==> src/rtl/riscv_ctrl_pkg.sv <==
// Shared encodings for the RV64I multicycle core: FSM states, opcodes,
// datapath select codes and the bundled control word.
package riscv_ctrl_pkg;

  typedef enum logic [3:0] {
    S_FETCH  = 4'd0,
    S_DECODE = 4'd1,
    S_EXEC_R = 4'd2,
    S_EXEC_I = 4'd3,
    S_ADDR   = 4'd4,
    S_MEM_RD = 4'd5,
    S_MEM_WR = 4'd6,
    S_WB_ALU = 4'd7,
    S_WB_MEM = 4'd8,
    S_BRANCH = 4'd9,
    S_HALT   = 4'd10
  } state_t;

  localparam logic [6:0] OP_R      = 7'b0110011;
  localparam logic [6:0] OP_IMM    = 7'b0010011;
  localparam logic [6:0] OP_LOAD   = 7'b0000011;
  localparam logic [6:0] OP_STORE  = 7'b0100011;
  localparam logic [6:0] OP_BRANCH = 7'b1100011;

  localparam logic [1:0] ALU_ADD   = 2'b00;
  localparam logic [1:0] ALU_SUB   = 2'b01;
  localparam logic [1:0] ALU_FUNCT = 2'b10;

  localparam logic [1:0] SRCA_PC    = 2'b00;
  localparam logic [1:0] SRCA_RS1   = 2'b01;
  localparam logic [1:0] SRCA_OLDPC = 2'b10;

  localparam logic [1:0] SRCB_RS2  = 2'b00;
  localparam logic [1:0] SRCB_FOUR = 2'b01;
  localparam logic [1:0] SRCB_IMM  = 2'b10;

  localparam logic [2:0] F3_BEQ = 3'b000;
  localparam logic [2:0] F3_BNE = 3'b001;

  typedef struct packed {
    logic       memRead;
    logic       memWrite;
    logic       memAddrSrc;
    logic       irWrite;
    logic       pcWrite;
    logic       pcSrc;
    logic [1:0] aluSrcA;
    logic [1:0] aluSrcB;
    logic [1:0] aluOp;
    logic       regWrite;
    logic       memToReg;
    logic       illegal;
  } ctrl_t;

endpackage

==> src/rtl/multicycle_control_unit_if.sv <==
// Control-unit <-> datapath/memory bundle. master = control unit.
interface multicycle_control_unit_if;
  logic [6:0] opcode;
  logic [2:0] funct3;
  logic       aluZero;
  logic       memReady;
  logic       memRead;
  logic       memWrite;
  logic       memAddrSrc;
  logic       irWrite;
  logic       pcWrite;
  logic       pcSrc;
  logic [1:0] aluSrcA;
  logic [1:0] aluSrcB;
  logic [1:0] aluOp;
  logic       regWrite;
  logic       memToReg;
  logic       illegal;
  logic [3:0] state;

  modport master (
    input  opcode, funct3, aluZero, memReady,
    output memRead, memWrite, memAddrSrc, irWrite, pcWrite, pcSrc,
           aluSrcA, aluSrcB, aluOp, regWrite, memToReg, illegal, state
  );

  modport slave (
    output opcode, funct3, aluZero, memReady,
    input  memRead, memWrite, memAddrSrc, irWrite, pcWrite, pcSrc,
           aluSrcA, aluSrcB, aluOp, regWrite, memToReg, illegal, state
  );
endinterface

==> src/rtl/control_signal_decoder.sv <==
// Combinational state -> control word map. Moore except FETCH strobes
// (gated by memReady) and the branch pcWrite (gated by aluZero).
module control_signal_decoder
  import riscv_ctrl_pkg::*;
(
  input  state_t     state_i,
  input  logic [2:0] funct3_i,
  input  logic       aluZero_i,
  input  logic       memReady_i,
  output ctrl_t      ctrl_o
);

  always_comb begin
    ctrl_o = '0;
    case (state_i)
      S_FETCH: begin
        ctrl_o.memRead = 1'b1;
        ctrl_o.aluSrcA = SRCA_PC;
        ctrl_o.aluSrcB = SRCB_FOUR;
        ctrl_o.aluOp   = ALU_ADD;
        ctrl_o.irWrite = memReady_i;
        ctrl_o.pcWrite = memReady_i;
      end
      // Branch target (OldPC + imm) lands in ALUOut for use by BRANCH.
      S_DECODE: begin
        ctrl_o.aluSrcA = SRCA_OLDPC;
        ctrl_o.aluSrcB = SRCB_IMM;
        ctrl_o.aluOp   = ALU_ADD;
      end
      S_EXEC_R: begin
        ctrl_o.aluSrcA = SRCA_RS1;
        ctrl_o.aluSrcB = SRCB_RS2;
        ctrl_o.aluOp   = ALU_FUNCT;
      end
      S_EXEC_I: begin
        ctrl_o.aluSrcA = SRCA_RS1;
        ctrl_o.aluSrcB = SRCB_IMM;
        ctrl_o.aluOp   = ALU_FUNCT;
      end
      S_ADDR: begin
        ctrl_o.aluSrcA = SRCA_RS1;
        ctrl_o.aluSrcB = SRCB_IMM;
        ctrl_o.aluOp   = ALU_ADD;
      end
      S_MEM_RD: begin
        ctrl_o.memRead    = 1'b1;
        ctrl_o.memAddrSrc = 1'b1;
      end
      S_MEM_WR: begin
        ctrl_o.memWrite   = 1'b1;
        ctrl_o.memAddrSrc = 1'b1;
      end
      S_WB_ALU: ctrl_o.regWrite = 1'b1;
      S_WB_MEM: begin
        ctrl_o.regWrite = 1'b1;
        ctrl_o.memToReg = 1'b1;
      end
      S_BRANCH: begin
        ctrl_o.aluSrcA = SRCA_RS1;
        ctrl_o.aluSrcB = SRCB_RS2;
        ctrl_o.aluOp   = ALU_SUB;
        ctrl_o.pcSrc   = 1'b1;
        ctrl_o.pcWrite = ((funct3_i == F3_BEQ) &&  aluZero_i) ||
                         ((funct3_i == F3_BNE) && !aluZero_i);
      end
      S_HALT:  ctrl_o.illegal = 1'b1;
      default: ctrl_o = '0;
    endcase
  end

endmodule

==> src/rtl/multicycle_control_unit.sv <==
// Multicycle RV64I control FSM: state register + next-state logic; the
// control word comes from control_signal_decoder and is zeroed in reset.
module multicycle_control_unit
  import riscv_ctrl_pkg::*;
(
  input  logic                       clk,
  input  logic                       reset,
  multicycle_control_unit_if.master  bus
);

  state_t state_q, state_d;
  ctrl_t  dec_ctrl, ctrl;

  always_ff @(posedge clk) begin
    if (reset) state_q <= S_FETCH;
    else       state_q <= state_d;
  end

  always_comb begin
    state_d = state_q;
    case (state_q)
      S_FETCH:  if (bus.memReady) state_d = S_DECODE;
      S_DECODE: begin
        case (bus.opcode)
          OP_R:               state_d = S_EXEC_R;
          OP_IMM:             state_d = S_EXEC_I;
          OP_LOAD, OP_STORE:  state_d = S_ADDR;
          OP_BRANCH:          state_d = (bus.funct3 == F3_BEQ || bus.funct3 == F3_BNE)
                                        ? S_BRANCH : S_HALT;
          default:            state_d = S_HALT;
        endcase
      end
      S_EXEC_R, S_EXEC_I: state_d = S_WB_ALU;
      S_ADDR:   state_d = (bus.opcode == OP_STORE) ? S_MEM_WR : S_MEM_RD;
      S_MEM_RD: if (bus.memReady) state_d = S_WB_MEM;
      S_MEM_WR: if (bus.memReady) state_d = S_FETCH;
      S_WB_ALU, S_WB_MEM, S_BRANCH: state_d = S_FETCH;
      S_HALT:   state_d = S_HALT;
      default:  state_d = S_HALT;
    endcase
  end

  control_signal_decoder u_dec (
    .state_i    (state_q),
    .funct3_i   (bus.funct3),
    .aluZero_i  (bus.aluZero),
    .memReady_i (bus.memReady),
    .ctrl_o     (dec_ctrl)
  );

  // Reset silences every output in the same cycle, before the edge lands.
  assign ctrl = reset ? '0 : dec_ctrl;

  assign bus.memRead    = ctrl.memRead;
  assign bus.memWrite   = ctrl.memWrite;
  assign bus.memAddrSrc = ctrl.memAddrSrc;
  assign bus.irWrite    = ctrl.irWrite;
  assign bus.pcWrite    = ctrl.pcWrite;
  assign bus.pcSrc      = ctrl.pcSrc;
  assign bus.aluSrcA    = ctrl.aluSrcA;
  assign bus.aluSrcB    = ctrl.aluSrcB;
  assign bus.aluOp      = ctrl.aluOp;
  assign bus.regWrite   = ctrl.regWrite;
  assign bus.memToReg   = ctrl.memToReg;
  assign bus.illegal    = ctrl.illegal;
  assign bus.state      = reset ? 4'd0 : state_q;

endmodule

==> src/flat_wrapper.sv <==
// flat-port wrapper written by rule: the top's interface ports become plain ports
module multicycle_control_unit_flat import riscv_ctrl_pkg::*;
  (clk, reset, bus_opcode, bus_funct3, bus_aluZero, bus_memReady, bus_memRead, bus_memWrite, bus_memAddrSrc, bus_irWrite, bus_pcWrite, bus_pcSrc, bus_aluSrcA, bus_aluSrcB, bus_aluOp, bus_regWrite, bus_memToReg, bus_illegal, bus_state);
  multicycle_control_unit_if bus_i ();
  input  logic clk;
  input  logic reset;
  input wire logic [$bits(bus_i.opcode)-1:0] bus_opcode;
  input wire logic [$bits(bus_i.funct3)-1:0] bus_funct3;
  input wire logic [$bits(bus_i.aluZero)-1:0] bus_aluZero;
  input wire logic [$bits(bus_i.memReady)-1:0] bus_memReady;
  output wire logic [$bits(bus_i.memRead)-1:0] bus_memRead;
  output wire logic [$bits(bus_i.memWrite)-1:0] bus_memWrite;
  output wire logic [$bits(bus_i.memAddrSrc)-1:0] bus_memAddrSrc;
  output wire logic [$bits(bus_i.irWrite)-1:0] bus_irWrite;
  output wire logic [$bits(bus_i.pcWrite)-1:0] bus_pcWrite;
  output wire logic [$bits(bus_i.pcSrc)-1:0] bus_pcSrc;
  output wire logic [$bits(bus_i.aluSrcA)-1:0] bus_aluSrcA;
  output wire logic [$bits(bus_i.aluSrcB)-1:0] bus_aluSrcB;
  output wire logic [$bits(bus_i.aluOp)-1:0] bus_aluOp;
  output wire logic [$bits(bus_i.regWrite)-1:0] bus_regWrite;
  output wire logic [$bits(bus_i.memToReg)-1:0] bus_memToReg;
  output wire logic [$bits(bus_i.illegal)-1:0] bus_illegal;
  output wire logic [$bits(bus_i.state)-1:0] bus_state;
  assign bus_i.opcode = bus_opcode;
  assign bus_i.funct3 = bus_funct3;
  assign bus_i.aluZero = bus_aluZero;
  assign bus_i.memReady = bus_memReady;
  assign bus_memRead = bus_i.memRead;
  assign bus_memWrite = bus_i.memWrite;
  assign bus_memAddrSrc = bus_i.memAddrSrc;
  assign bus_irWrite = bus_i.irWrite;
  assign bus_pcWrite = bus_i.pcWrite;
  assign bus_pcSrc = bus_i.pcSrc;
  assign bus_aluSrcA = bus_i.aluSrcA;
  assign bus_aluSrcB = bus_i.aluSrcB;
  assign bus_aluOp = bus_i.aluOp;
  assign bus_regWrite = bus_i.regWrite;
  assign bus_memToReg = bus_i.memToReg;
  assign bus_illegal = bus_i.illegal;
  assign bus_state = bus_i.state;
  multicycle_control_unit u_core (.clk(clk), .reset(reset), .bus(bus_i));
endmodule
==> config.mk <==
export PLATFORM = sky130hd
export DESIGN_NAME = multicycle_control_unit_flat
export DESIGN_NICKNAME = d
export VERILOG_FILES = /design/src/rtl/riscv_ctrl_pkg.sv /design/src/rtl/multicycle_control_unit_if.sv /design/src/rtl/control_signal_decoder.sv /design/src/rtl/multicycle_control_unit.sv /design/src/flat_wrapper.sv
export SDC_FILE = /design/constraint.sdc
export NUM_CORES = 1
export LEC_CHECK = 0
export CORE_MARGIN = 3
export CORE_UTILIZATION = 41
export CTS_CLUSTER_SIZE = 16
export DETAILED_ROUTE_END_ITERATION = 8
export PLACE_DENSITY = 0.91
export SYNTH_ARGS = -nofsm -noshare
export SYNTH_HDL_FRONTEND = slang
export SYNTH_SLANG_ARGS = --single-unit
export TNS_END_PERCENT = 10
==> constraint.sdc <==
create_clock -name clk -period 3 [get_ports clk]
set_clock_uncertainty 0.2 [all_clocks]
set_input_delay 0.6 -clock clk [delete_from_list [all_inputs] [get_ports clk]]
set_output_delay 0.6 -clock clk [all_outputs]
set_load 0.02 [all_outputs]
Word-level counts from Yosys, hierarchy flattened
Index checks and enable logic that the tools add are counted. W data, S select, Z words.

Bits in registers: 4. Input bits: 14. Output and inout port bits: 19. Word-level logic and storage cells: 53.

Eq/ne operators: 19. Muxes and demuxes: 19. Reduce and logical (&&, ||, !) cells: 14.

Operator list (count): $pmux W6 S6 (1); $pmux W4 S7 (1); $eq A4 B3 Y1 const B (4); $mux W4 (4); $pmux W4 S4 (1); $mux W15 (1); $eq A7 B6 Y1 const B (2); $eq A4 B4 Y1 const B (3); $reduce_or A2 Y1 (5); $eq A4 B2 Y1 const B (2); $mux W1 (8); $eq A7 B2 Y1 const B (1); $eq A7 B5 Y1 const B (1); $eq A7 B7 Y1 const B (1); $ne A2 B2 Y1 const B (3); $eq A4 B1 Y1 const B (1); $logic_not A4 Y1 (1); $mux W2 (2); $eq A3 B1 Y1 const B (1); $logic_not A3 Y1 (1); $reduce_and A3 Y1 (1); $reduce_or A3 Y1 (1); $logic_and A1 B1 Y1 (2); $logic_or A1 B1 Y1 (2); 2 further kinds (2).

Longest topological paths before layout
Gate-level depths: netlist of run 1.

Depth after elaboration: 5. Gate-level depth with buffers: 5. Depth with buffers taken out: 4.

By module
From an unflattened synthesis of run 1, not the netlist that was laid out.

Cell total of the unflattened synthesis: 92. Area, all modules: 732.0 sq um.

By module, submodules not included: multicycle_control_unit (instances 1, cells an instance 63, area an instance 504.2 sq um, sequential area each 80.1 sq um); control_signal_decoder (instances 1, cells an instance 29, area an instance 227.7 sq um, sequential area each 0.0 sq um).

Least setup slack after synthesis of run 1
Ideal clock, no wire load.

Kind: input to output. Start: in reset. End: out bus_pcWrite. Data arrival time: 1967 ps. Data required time: 2200 ps. Setup slack: 233 ps. Stages on the path: 3. Buffers on the path: 0. Path through: nor2b_1 nor3b_1 a21o_1.

Cells in the longest elaborated chain, start to end: 1.

RTL lines: start, declared (line flat_wrapper.sv:6) `input logic reset;`; $mux W15 (line multicycle_control_unit.sv:52) `assign ctrl = reset ? '0 : dec_ctrl;`; end, declared (line flat_wrapper.sv:15) `output wire logic [$bits(bus_i.pcWrite)-1:0] bus_pcWrite;`.

No other way between the ends.

Final worst setup path of run 1
Start: in reset. End: out bus_aluOp[1].

Cells in the longest elaborated chain, start to end: 1.

RTL lines: $mux W15 (line multicycle_control_unit.sv:52); end, declared (line flat_wrapper.sv:19) `output wire logic [$bits(bus_i.aluOp)-1:0] bus_aluOp;`.

No other way between the ends.

==> results of run 1 <==
==> layer usage <==
layer  vias to the layer above  share of wire
met5                         -              0
met4                         0          0.050
met3                        17          0.081
met2                        51           0.49
met1                       393           0.38
li1                        396              -
==> synthesized netlist by cell type, types with 2 or more instances <==
cell       instances
dfxtp_1            4
or3_1              2
nand2_1            7
nor3b_1            2
nor3_1             4
a2bb2oi_1          2
a21o_1             2
nand2b_1           2
inv_1              3
and3_1             2
nor2_1            10
inv_2              2
buf_4              2
nor4_1             2
nor2b_1            3
a211oi_1           3
buf_2              2
a21oi_1            6
==> worst max path at each step <==
stage / startpoint / endpoint / depth (start not counted) / slack (ns)
2_1_floorplan: reset / bus_pcWrite / 3 / 0.23
3_3_place_gp: reset / bus_pcWrite / 6 / -0.18
3_5_place_dp: reset / bus_memRead / 5 / -0.27
4_1_cts: reset / bus_pcWrite / 6 / 0.01
5_1_grt: u_core.state_q[1] / bus_regWrite / 4 / 0.01
6_report: reset / bus_aluOp[1] / 4 / 0.04
==> cell usage in the layout, fill, tap and decap left out, drive strengths merged, types with 3 or more instances in the layout <==
master / instances
nor2b: 3
nor2: 10
dfxtp: 4
or3: 3
clkdlybuf4s50: 22
clkbuf: 5
nor3: 5
inv: 5
nand2: 7
buf: 15
a211oi: 3
dlygate4sd2: 4
a21oi: 6
==> area by class of cell <==
cell class / count / share of cell area
Timing Repair Buffer: 45 / 0.391
Tap cell: 15 / 0.0183
Clock buffer: 3 / 0.0220
Inverter: 5 / 0.0183
Sequential cell: 4 / 0.0781
Multi-Input combinational cell: 70 / 0.473
==> power by group through the flow <==
stage	Combinational (mW)	Sequential [mW]	Clock, mW
2_1_floorplan	0.408	0.0958	0
3_3_place_gp	0.626	0.115	0
3_5_place_dp	0.651	0.116	0
4_1_cts	0.636	0.116	0.0729
5_1_grt	0.685	0.121	0.0810
6_report	0.639	0.119	0.0730
==> worst max-delay path, delay by kind of cell <==
kind | cells | cell delay (ns)
and+or+nand+nor | 1 | 0.22
buffers and inverters | 3 | 1.34
==> cells by family after synthesis <==
logic type,share of synthesized area
AOI/OAI and AO/OA,0.299
xor gates and xnor gates,0.0285
DFF,0.130
buffers and inverters,0.0833
muxes,0.0163
and+or+nand+nor,0.443
==> through the flow <==
step | std cells | power (mW)
2_1_floorplan | 85 | 0.504
3_3_place_gp | 139 | 0.741
3_5_place_dp | 139 | 0.767
4_1_cts | 142 | 0.824
5_1_grt | 142 | 0.887
6_report | 142 | 0.832
==> flow_metrics.env, run 1 <==
export IMPL_n_antenna_cell=0
export IMPL_seq_area_frac_synth=0.130
export IMPL_route_vias_total=857
export IMPL_regMostFlops="u_core.state_q"
export IMPL_p_int_mw=0.409
export IMPL_grtUsageMet3=0.0637
export IMPL_tns_ns=0
export IMPL_fp_coreArea_um2=1350
export IMPL_synth_cell_types=43
export IMPL_path_class="in2out"
export IMPL_drc=0
export IMPL_routed_wirelength_mm=2.32
export IMPL_p_seq_frac=0.143
export IMPL_cpMostUsedCell="clkdlybuf4s50_1"
export IMPL_power_density_nw_per_um2=812
export IMPL_start_kind="input pin"
export IMPL_finalWeightedCongestion=0.835
export IMPL_worstMarginPinSlew_ns=0.429
export IMPL_synthTopCellsByArea="dfxtp_1 13%, nor2_1 6.1%, a21oi_1 4.9%, nand4bb_4 4.5%, nand2_1 4.3%"
export IMPL_rsz0062_at_grt="false"
export IMPL_synth_top_cell_area_share=0.130
export IMPL_die_x_um=44.8
export IMPL_synth_edff_count=0
export IMPL_required_ns=2.20
export IMPL_whs_endpoint="u_core.state_q[0]"
export IMPL_hp_start="u_core.state_q[0]"
export IMPL_grt_pass1_wl_mm=3.62
export IMPL_yosysWarnings=0
export IMPL_crit_path_cell_trace="clkdlybuf4s50_1 -> buf_4 -> nor4_1 -> clkdlybuf4s50_1"
export IMPL_p_leak_nw=0.458
export IMPL_cts_root_buffer="clkbuf_4"
export IMPL_crit_fanout=11
export IMPL_avgViaCountPerCell=6.04
export IMPL_clkSinkCount=4
export IMPL_finalHoldViolCount=0
export IMPL_fmax_ghz=0.338
export IMPL_cts_buffers=3
export IMPL_dp_slack_ns=-0.272
export IMPL_hpwl_mm=1.80
export IMPL_area_sequential_um2=80.1
export IMPL_layout_nets=143
export IMPL_fin_ws_ns=0.0439
export IMPL_whs_ns=0.448
export IMPL_syn_avg_cell_area_um2=7.24
export IMPL_ioPinCount=33
export IMPL_p_sw_mw=0.423
export IMPL_postCtsSetupBuffers=0
export IMPL_antenna_found_initial=0
export IMPL_ant_nets=0
export IMPL_finalCriticalPeriod_ns=2.96
export IMPL_drv_slew=0
export IMPL_start_util=0.456
export IMPL_r2r_slack_ns=1.17
export IMPL_worstReg2RegStart="u_core.state_q[0]"
export IMPL_synthCells=85
export IMPL_fp_dieH_um=44.8
export IMPL_synth_fp_nets=99
export IMPL_maxCapViolations=0
export IMPL_grt_pass1_vias=790
export IMPL_drive_gt1_frac=0.228
export IMPL_die_area_um2=2000
export IMPL_ys_flop_type="dfxtp_1"
export IMPL_r2r_end="u_core.state_q[0]"
export IMPL_final_util=0.759
export IMPL_grt_ovfl_total=0
export IMPL_cpPeakStageDelay_ns=0.66
export IMPL_slew_headroom=0.714
export IMPL_portBuffers=32
export IMPL_min_path_type="reg2reg"
export IMPL_yosys_area_top_type="dfxtp_1"
export IMPL_comb_power_share=0.769
export IMPL_nFillCells=102
export IMPL_p_clk_frac=0.088
export IMPL_async_flop_share=0
export IMPL_ff2ff_path_depth=5
export IMPL_final_area_um2=1020
export IMPL_grt_use_total=0.255
export IMPL_placementRows=13
export IMPL_p_sw_frac=0.509
export IMPL_end_kind="output port"
export IMPL_h_tree_depth=1
export IMPL_finalSetupViolations=0
export IMPL_syn_area_um2=616
export IMPL_grt_max_degree=13
export IMPL_met1_usage=0.298
export IMPL_top_usage_layer="met2"
export IMPL_dpl_instance_area_um2=1020
export IMPL_cts_path_max_buffers=2
export IMPL_multiInputGateArea_um2=484
export IMPL_use_met2=0.390
export IMPL_cts_resized=9
export IMPL_clk_insertion_delay_late_ns=0.26
export IMPL_cts_hold_buffers=0
export IMPL_outcome="complete, no violations"
export IMPL_crit_slowest_cell="clkdlybuf4s50_1"
export IMPL_ys_ff_latch=4
export IMPL_drt_iter0_drc=19
export IMPL_fin_crit_sh=0.985
export IMPL_hold_path_depth=2
export IMPL_arrival_ns=2.16
export IMPL_wl_per_cell_um=16.3
export IMPL_area_growth_pct=66.5
export IMPL_largestRegisters="u_core.state_q (4)"
export IMPL_drt_pass1_iterations=4
export IMPL_ir_drop_uv=450
export IMPL_clk_pin_slew_ns=0.03
export IMPL_largest_reg_flops=4
export IMPL_cts_tree="done"
(Power assumes the default switching activity.)
==> run 2: changes to the inputs <==
==> constraint.sdc (replaced) <==
create_clock -name clk -period 3 [get_ports clk]
set_clock_uncertainty 0.2 [all_clocks]
set_input_delay 0.6 -clock clk [delete_from_list [all_inputs] [get_ports clk]]
set_output_delay 0.6 -clock clk [all_outputs]
set_load 0.1 [all_outputs]
==> run 2 against run 1 <==
Worst setup slack better by 0.046 ns. Count of clock-buffer cells in the layout is the same. Global-route usage shrank 0.19 points. Combinational power is 77% higher. Clock power fell by 12%. Via count down 4.7%. Worst hold slack better by 0.098 ns. Non-clock buffer count down 9. Sequential power up 31%. Sequential share of layout area fell by 1.2 points. Fmax is 1.6% higher. Critical endpoint is now bus_pcWrite.
==> flow_metrics.env, run 2 (synthesis gave the netlist of run 1 again) <==
export IMPL_end_kind="output port"
export IMPL_crit_path_cell_trace="clkdlybuf4s50_1 -> or3_1 -> nor3_4 -> and2_2 -> a21o_2 -> buf_12"
export IMPL_cts_resized=0
export IMPL_portBuffers=32
export IMPL_ioPinCount=33
export IMPL_layout_commonest_cell="buf_12"
export IMPL_cts_root_buffer="clkbuf_4"
export IMPL_clk_pin_slew_ns=0.03
export IMPL_clk_insertion_delay_late_ns=0.23
export IMPL_multiInputGateArea_um2=534
export IMPL_min_path_type="reg2reg"
export IMPL_outcome="complete, no violations"
export IMPL_start_util=0.456
export IMPL_cts_path_max_buffers=2
export IMPL_grt_use_total=0.253
export IMPL_p_sw_mw=0.812
export IMPL_drt_iter0_drc=17
export IMPL_largest_reg_flops=4
export IMPL_ir_drop_uv=763
export IMPL_fmax_ghz=0.344
export IMPL_p_seq_frac=0.116
export IMPL_drive_gt1_frac=0.364
export IMPL_rsz0062_at_grt="false"
export IMPL_postCtsSetupBuffers=0
export IMPL_power_density_nw_per_um2=1110
export IMPL_finalSetupViolations=0
export IMPL_clkSinkCount=4
export IMPL_comb_power_share=0.836
export IMPL_finalCriticalPeriod_ns=2.91
export IMPL_largestRegisters="u_core.state_q (4)"
export IMPL_tns_ns=0
export IMPL_path_buf_inv=2
export IMPL_drc=0
export IMPL_regMostFlops="u_core.state_q"
export IMPL_final_util=0.900
export IMPL_h_tree_depth=1
export IMPL_start_kind="input pin"
export IMPL_dp_slack_ns=0.0888
export IMPL_maxCapViolations=0
export IMPL_grt_pass1_wl_mm=3.76
export IMPL_p_sw_frac=0.603
export IMPL_routed_wirelength_mm=2.33
export IMPL_mostFrequentLayoutCells="19 x buf_12, 13 x clkdlybuf4s50_1, 10 x nor2_1"
export IMPL_layout_nets=134
export IMPL_finalHoldViolCount=0
export IMPL_grt_ovfl_total=0
export IMPL_arrival_ns=2.11
export IMPL_design_power_total_mw=1.35
export IMPL_finalWeightedCongestion=0.913
export IMPL_avgViaCountPerCell=6.14
export IMPL_area_growth_pct=97.4
export IMPL_crit_slowest_cell="clkdlybuf4s50_1"
export IMPL_drv_slew=0
export IMPL_slew_headroom=0.588
export IMPL_instances_no_fill=133
export IMPL_grt_pass1_vias=787
export IMPL_dp_cells=130
export IMPL_ant_nets=0
export IMPL_cts_tree="done"
export IMPL_worstMarginPinSlew_ns=0.618
export IMPL_path_class="in2out"
export IMPL_path_delay_family="simple AND/OR/NAND/NOR gates"
export IMPL_grt_max_degree=16
export IMPL_nFillCells=60
export IMPL_fp_dieH_um=44.8
export IMPL_placementRows=13
export IMPL_route_vias_total=817
export IMPL_fin_ws_ns=0.0899
export IMPL_p_leak_nw=0.467
export IMPL_p_int_mw=0.534
export IMPL_cts_buffers=3
export IMPL_drt_pass1_iterations=4
export IMPL_cpPeakStageDelay_ns=0.41
export IMPL_crit_fanout=3
export IMPL_antenna_found_initial=0
export IMPL_hpwl_mm=1.91
export IMPL_cts_hold_buffers=0
export IMPL_required_ns=2.20
export IMPL_die_area_um2=2000
export IMPL_area_sequential_um2=80.1
export IMPL_r2r_slack_ns=1.05
export IMPL_n_antenna_cell=0
export IMPL_fin_crit_sh=0.970
export IMPL_p_clk_frac=0.048
export IMPL_die_x_um=44.8
export IMPL_wl_per_cell_um=17.5
export IMPL_fp_coreArea_um2=1350
==> run 2: cell types whose count changed in the layout (fill, tap and decap cells not counted), moves of 2 or more <==
cell	before	now
dlygate4sd2_1	4	0
clkdlybuf4s50_1	22	13
buf_12	0	19
nor4_1	2	0
nor3b_1	2	0
clkbuf_2	2	0
buf_4	15	4
nor4_2	0	2
==> run 2: stage by stage <==
stage,instance area [um2],hold slack (ns)
after global placement,1190,0.513
after floorplan,666,0.455
final,1210,0.547
after detailed placement,1190,0.538
after CTS,1210,0.542
after global routing,1210,0.575
==> run 2: final cells by class <==
cell class	instances	share of cell area
Clock buffer	3	0.0185
Inverter	5	0.0154
Multi-Input combinational cell	70	0.440
Sequential cell	4	0.0659
Tap cell	15	0.0154
Timing Repair Buffer	36	0.445
==> run 2: path summary, 6_finish.rpt <==
kind / from / endpoint / cells past startpoint
setup / recovery: reset / bus_pcWrite / 6
setup reg to reg: u_core.state_q[1] / u_core.state_q[0] / 4
hold reg to reg: u_core.state_q[2] / u_core.state_q[2] / 3
hold / removal: u_core.state_q[2] / u_core.state_q[2] / 3
==> run 2: per-layer routing <==
metal | share of wire | global-route usage
met4 | 0.035 | 0.157
met3 | 0.068 | 0.0438
met2 | 0.52 | 0.438
met1 | 0.38 | 0.285
met5 | 0 | 0
==> run 2: power groups by stage <==
stage / Combinational [mW] / Sequential (mW) / Clock [mW]
detailed placement: 1.12 / 0.153 / 0
floorplan: 0.805 / 0.0963 / 0
CTS: 1.13 / 0.153 / 0.0682
finish: 1.13 / 0.156 / 0.0645
global placement: 1.10 / 0.148 / 0
global route: 1.17 / 0.163 / 0.0698
==> run 2: worst register-to-register path, stage by stage, from the launching register on <==
cell and delay [ns]:
dfxtp_1 0.70, xor2_1 0.29, a21oi_1 0.11, or3_4 0.35, o32ai_2 0.21
==> run 3: changes to the inputs <==
--- a/config.mk
+++ b/config.mk
@@ -6,11 +6,13 @@
 export NUM_CORES = 1
 export LEC_CHECK = 0
 export CORE_MARGIN = 3
-export CORE_UTILIZATION = 41
+export CORE_UTILIZATION = 44
 export CTS_CLUSTER_SIZE = 16
 export DETAILED_ROUTE_END_ITERATION = 8
+export GPL_TIMING_DRIVEN = 0
 export PLACE_DENSITY = 0.91
 export SYNTH_ARGS = -nofsm -noshare
 export SYNTH_HDL_FRONTEND = slang
+export SYNTH_HIERARCHICAL = 1
 export SYNTH_SLANG_ARGS = --single-unit
 export TNS_END_PERCENT = 10
==> constraint.sdc (replaced) <==
create_clock -name clk -period 3.45 [get_ports clk]
set_clock_uncertainty 0.2 [all_clocks]
set_input_delay 0.69 -clock clk [delete_from_list [all_inputs] [get_ports clk]]
set_output_delay 0.69 -clock clk [all_outputs]
set_load 0.1 [all_outputs]
==> run 3 against run 2 <==
Register-to-register slack gained 0.63 ns. Worst hold slack lost 0.055 ns. First-iteration DRC count shrank 47%. Largest cell class is now multi-input gates. Critical path depth shrank 3. Highest routed layer unchanged. Die area grew 9.3%. Area after synthesis grew 19%. Clock power shrank 11%. Final cell count grew 7.5%. Critical path type unchanged. Largest power group unchanged.
==> flow_metrics.env, run 3 <==
export IMPL_ioPinCount=33
export IMPL_finalHoldViolCount=0
export IMPL_grt_use_total=0.192
export IMPL_fin_crit_sh=0.985
export IMPL_synth_cell_types=40
export IMPL_wl_per_cell_um=12.8
export IMPL_area_growth_pct=45.6
export IMPL_largest_reg_flops=4
export IMPL_placementRows=14
export IMPL_design_power_total_mw=0.962
export IMPL_grt_pass1_wl_mm=3.15
export IMPL_syn_area_um2=732
export IMPL_grt_max_degree=11
export IMPL_synth_fp_nets=106
export IMPL_regMostFlops="u_core/state_q"
export IMPL_final_util=0.692
export IMPL_rsz0062_at_grt="false"
export IMPL_layout_nets=143
export IMPL_finalWeightedCongestion=0.808
export IMPL_h_tree_depth=1
export IMPL_required_ns=2.56
export IMPL_seq_area_frac_synth=0.109
export IMPL_yosysWarnings=6
export IMPL_synthCells=92
export IMPL_grt_pass1_vias=762
export IMPL_p_seq_frac=0.083
export IMPL_end_kind="output port"
export IMPL_p_clk_frac=0.060
export IMPL_cts_path_max_buffers=2
export IMPL_route_vias_total=820
export IMPL_ys_ff_latch=4
export IMPL_dp_slack_ns=-0.221
export IMPL_cpMostUsedCell="clkdlybuf4s50_1"
export IMPL_synth_edff_count=0
export IMPL_async_flop_share=0
export IMPL_crit_slowest_cell="clkdlybuf4s50_1"
export IMPL_drt_iter0_drc=9
export IMPL_layout_commonest_cell="nor2b_1"
export IMPL_largestRegisters="u_core/state_q (4)"
export IMPL_cts_root_buffer="clkbuf_4"
export IMPL_drc=0
export IMPL_nFillCells=160
export IMPL_die_area_um2=2190
export IMPL_whs_ns=0.492
export IMPL_mostFrequentLayoutCells="21 x nor2b_1, 14 x clkdlybuf4s50_1, 13 x dlygate4sd2_1"
export IMPL_instances_no_fill=143
export IMPL_dp_cells=140
export IMPL_maxCapViolations=0
export IMPL_hold_path_depth=2
export IMPL_slew_headroom=0.352
export IMPL_drv_slew=0
export IMPL_p_sw_mw=0.592
export IMPL_p_sw_frac=0.616
export IMPL_finalSetupViolations=0
export IMPL_path_class="in2out"
export IMPL_ff2ff_path_depth=5
export IMPL_final_area_um2=1070
export IMPL_hpwl_mm=1.44
export IMPL_multiInputGateArea_um2=578
export IMPL_grt_ovfl_total=0
export IMPL_fin_ws_ns=0.0512
export IMPL_cts_tree="done"
export IMPL_fmax_ghz=0.294
export IMPL_portBuffers=32
export IMPL_r2r_end="u_core/state_q[0]"
export IMPL_clkSinkCount=4
export IMPL_fp_dieH_um=46.8
export IMPL_worstMarginPinSlew_ns=0.969
export IMPL_p_leak_nw=0.458
export IMPL_outcome="complete, no violations"
export IMPL_comb_power_share=0.857
export IMPL_synthTopCellsByArea="nor2b_1 18%, dfxtp_1 11%, buf_6 4.6%, nor2_1 4.1%, a2111oi_4 3.8%"
export IMPL_yosys_area_top_type="nor2b_1"
export IMPL_routed_wirelength_mm=1.83
export IMPL_die_x_um=46.8
export IMPL_clk_pin_slew_ns=0.04
export IMPL_finalCriticalPeriod_ns=3.40
export IMPL_crit_start="reset"
export IMPL_antenna_found_initial=0
export IMPL_dpl_instance_area_um2=1070
export IMPL_crit_path_cell_trace="clkdlybuf4s50_1 -> nor2b_1 -> clkdlybuf4s50_1"
export IMPL_ir_drop_uv=522
export IMPL_area_sequential_um2=80.1
export IMPL_min_path_type="reg2reg"
export IMPL_synthTopCellsByCount="21 x nor2b_1, 8 x nor2_1, 4 x dfxtp_1, 4 x nand2b_1"
export IMPL_r2r_slack_ns=1.68
export IMPL_drt_pass1_iterations=4
export IMPL_endpoint="bus_state[1]"
export IMPL_arrival_ns=2.51
export IMPL_syn_avg_cell_area_um2=7.96
export IMPL_p_int_mw=0.370
export IMPL_cts_buffers=3
export IMPL_start_kind="input pin"
export IMPL_cpPeakStageDelay_ns=1.16
export IMPL_power_density_nw_per_um2=903
export IMPL_tns_ns=0
export IMPL_n_antenna_cell=0
export IMPL_start_util=0.475
export IMPL_synth_top_cell_area_share=0.179
export IMPL_clk_insertion_delay_late_ns=0.23
export IMPL_ant_nets=0
export IMPL_ys_flop_type="dfxtp_1"
export IMPL_drive_gt1_frac=0.157
export IMPL_worstReg2RegStart="u_core/state_q[2]"
export IMPL_yosysMostFrequentCell="nor2b_1"
export IMPL_fp_coreArea_um2=1540
export IMPL_crit_fanout=5
export IMPL_avgViaCountPerCell=5.73
[run 3: changes by cell type after synthesis, moves of 3 or more]
| cell | before | now |
|---|---|---|
| a21oi_1 | 6 | 1 |
| buf_6 | 0 | 3 |
| nand2_1 | 7 | 2 |
| nor2b_1 | 3 | 21 |
| nor4b_1 | 0 | 3 |
[run 3: worst max-delay path, delay by kind of cell]
family / cells / cell delay, ns
buf+inv: 2 / 1.64
simple gates: 1 / 0.18
[run 3: logic make-up (layout without fill, tap and decap cells)]
| group | Yosys count | after routing | share of synthesized area |
|---|---|---|---|
| AND/OR/NAND/NOR | 57 | 57 | 0.521 |
| AO/OA/AOI/OAI | 16 | 16 | 0.207 |
| buffers and inverters | 11 | 46 | 0.101 |
| flip-flops | 4 | 4 | 0.109 |
| XOR/XNOR | 3 | 3 | 0.0462 |
| adder cells (fa/ha/maj) | 1 | 1 | 0.0154 |
[run 3: worst min path at each step]
stage,start,end
2_1_floorplan,u_core/state_q[1],u_core/state_q[2]
3_3_place_gp,u_core/state_q[1],u_core/state_q[2]
3_5_place_dp,u_core/state_q[1],u_core/state_q[2]
4_1_cts,u_core/state_q[1],u_core/state_q[2]
5_1_grt,u_core/state_q[1],u_core/state_q[2]
6_report,u_core/state_q[1],u_core/state_q[2]
[run 3: area by class of cell]
| cell class | instances | area share |
|---|---|---|
| Buffer | 10 | 0.0657 |
| Clock buffer | 3 | 0.0211 |
| Inverter | 1 | 0.00352 |
| Multi-Input combinational cell | 77 | 0.542 |
| Sequential cell | 4 | 0.0751 |
| Tap cell | 16 | 0.0188 |
| Timing Repair Buffer | 32 | 0.273 |
[run 3: what timing repair did]
item	in CTS	in global routing
hold buffers	0	0
pin swaps	0	0
setup buffers	0	0
cloned	0	0
gates resized for setup	17	8
endpoints found under the setup margin	17	5
endpoints found under the hold margin	0	0
[run 3: power groups by stage]
stage / Clock [mW] / Combinational [mW] / Sequential (mW)
2_1_floorplan: 0 / 0.702 / 0.0763
3_3_place_gp: 0 / 0.843 / 0.0790
3_5_place_dp: 0 / 0.855 / 0.0798
4_1_cts: 0.0600 / 0.828 / 0.0801
5_1_grt: 0.0633 / 0.877 / 0.0827
6_report: 0.0576 / 0.825 / 0.0796
[run 3: metal layers]
layer,up-vias,wire length (um),share of wire,GRT usage
li1,402,-,-,-
met4,0,24,0.013,0.0331
met3,2,110,0.060,0.0383
met5,-,0,0,0
met2,35,979,0.53,0.371
met1,381,719,0.39,0.215
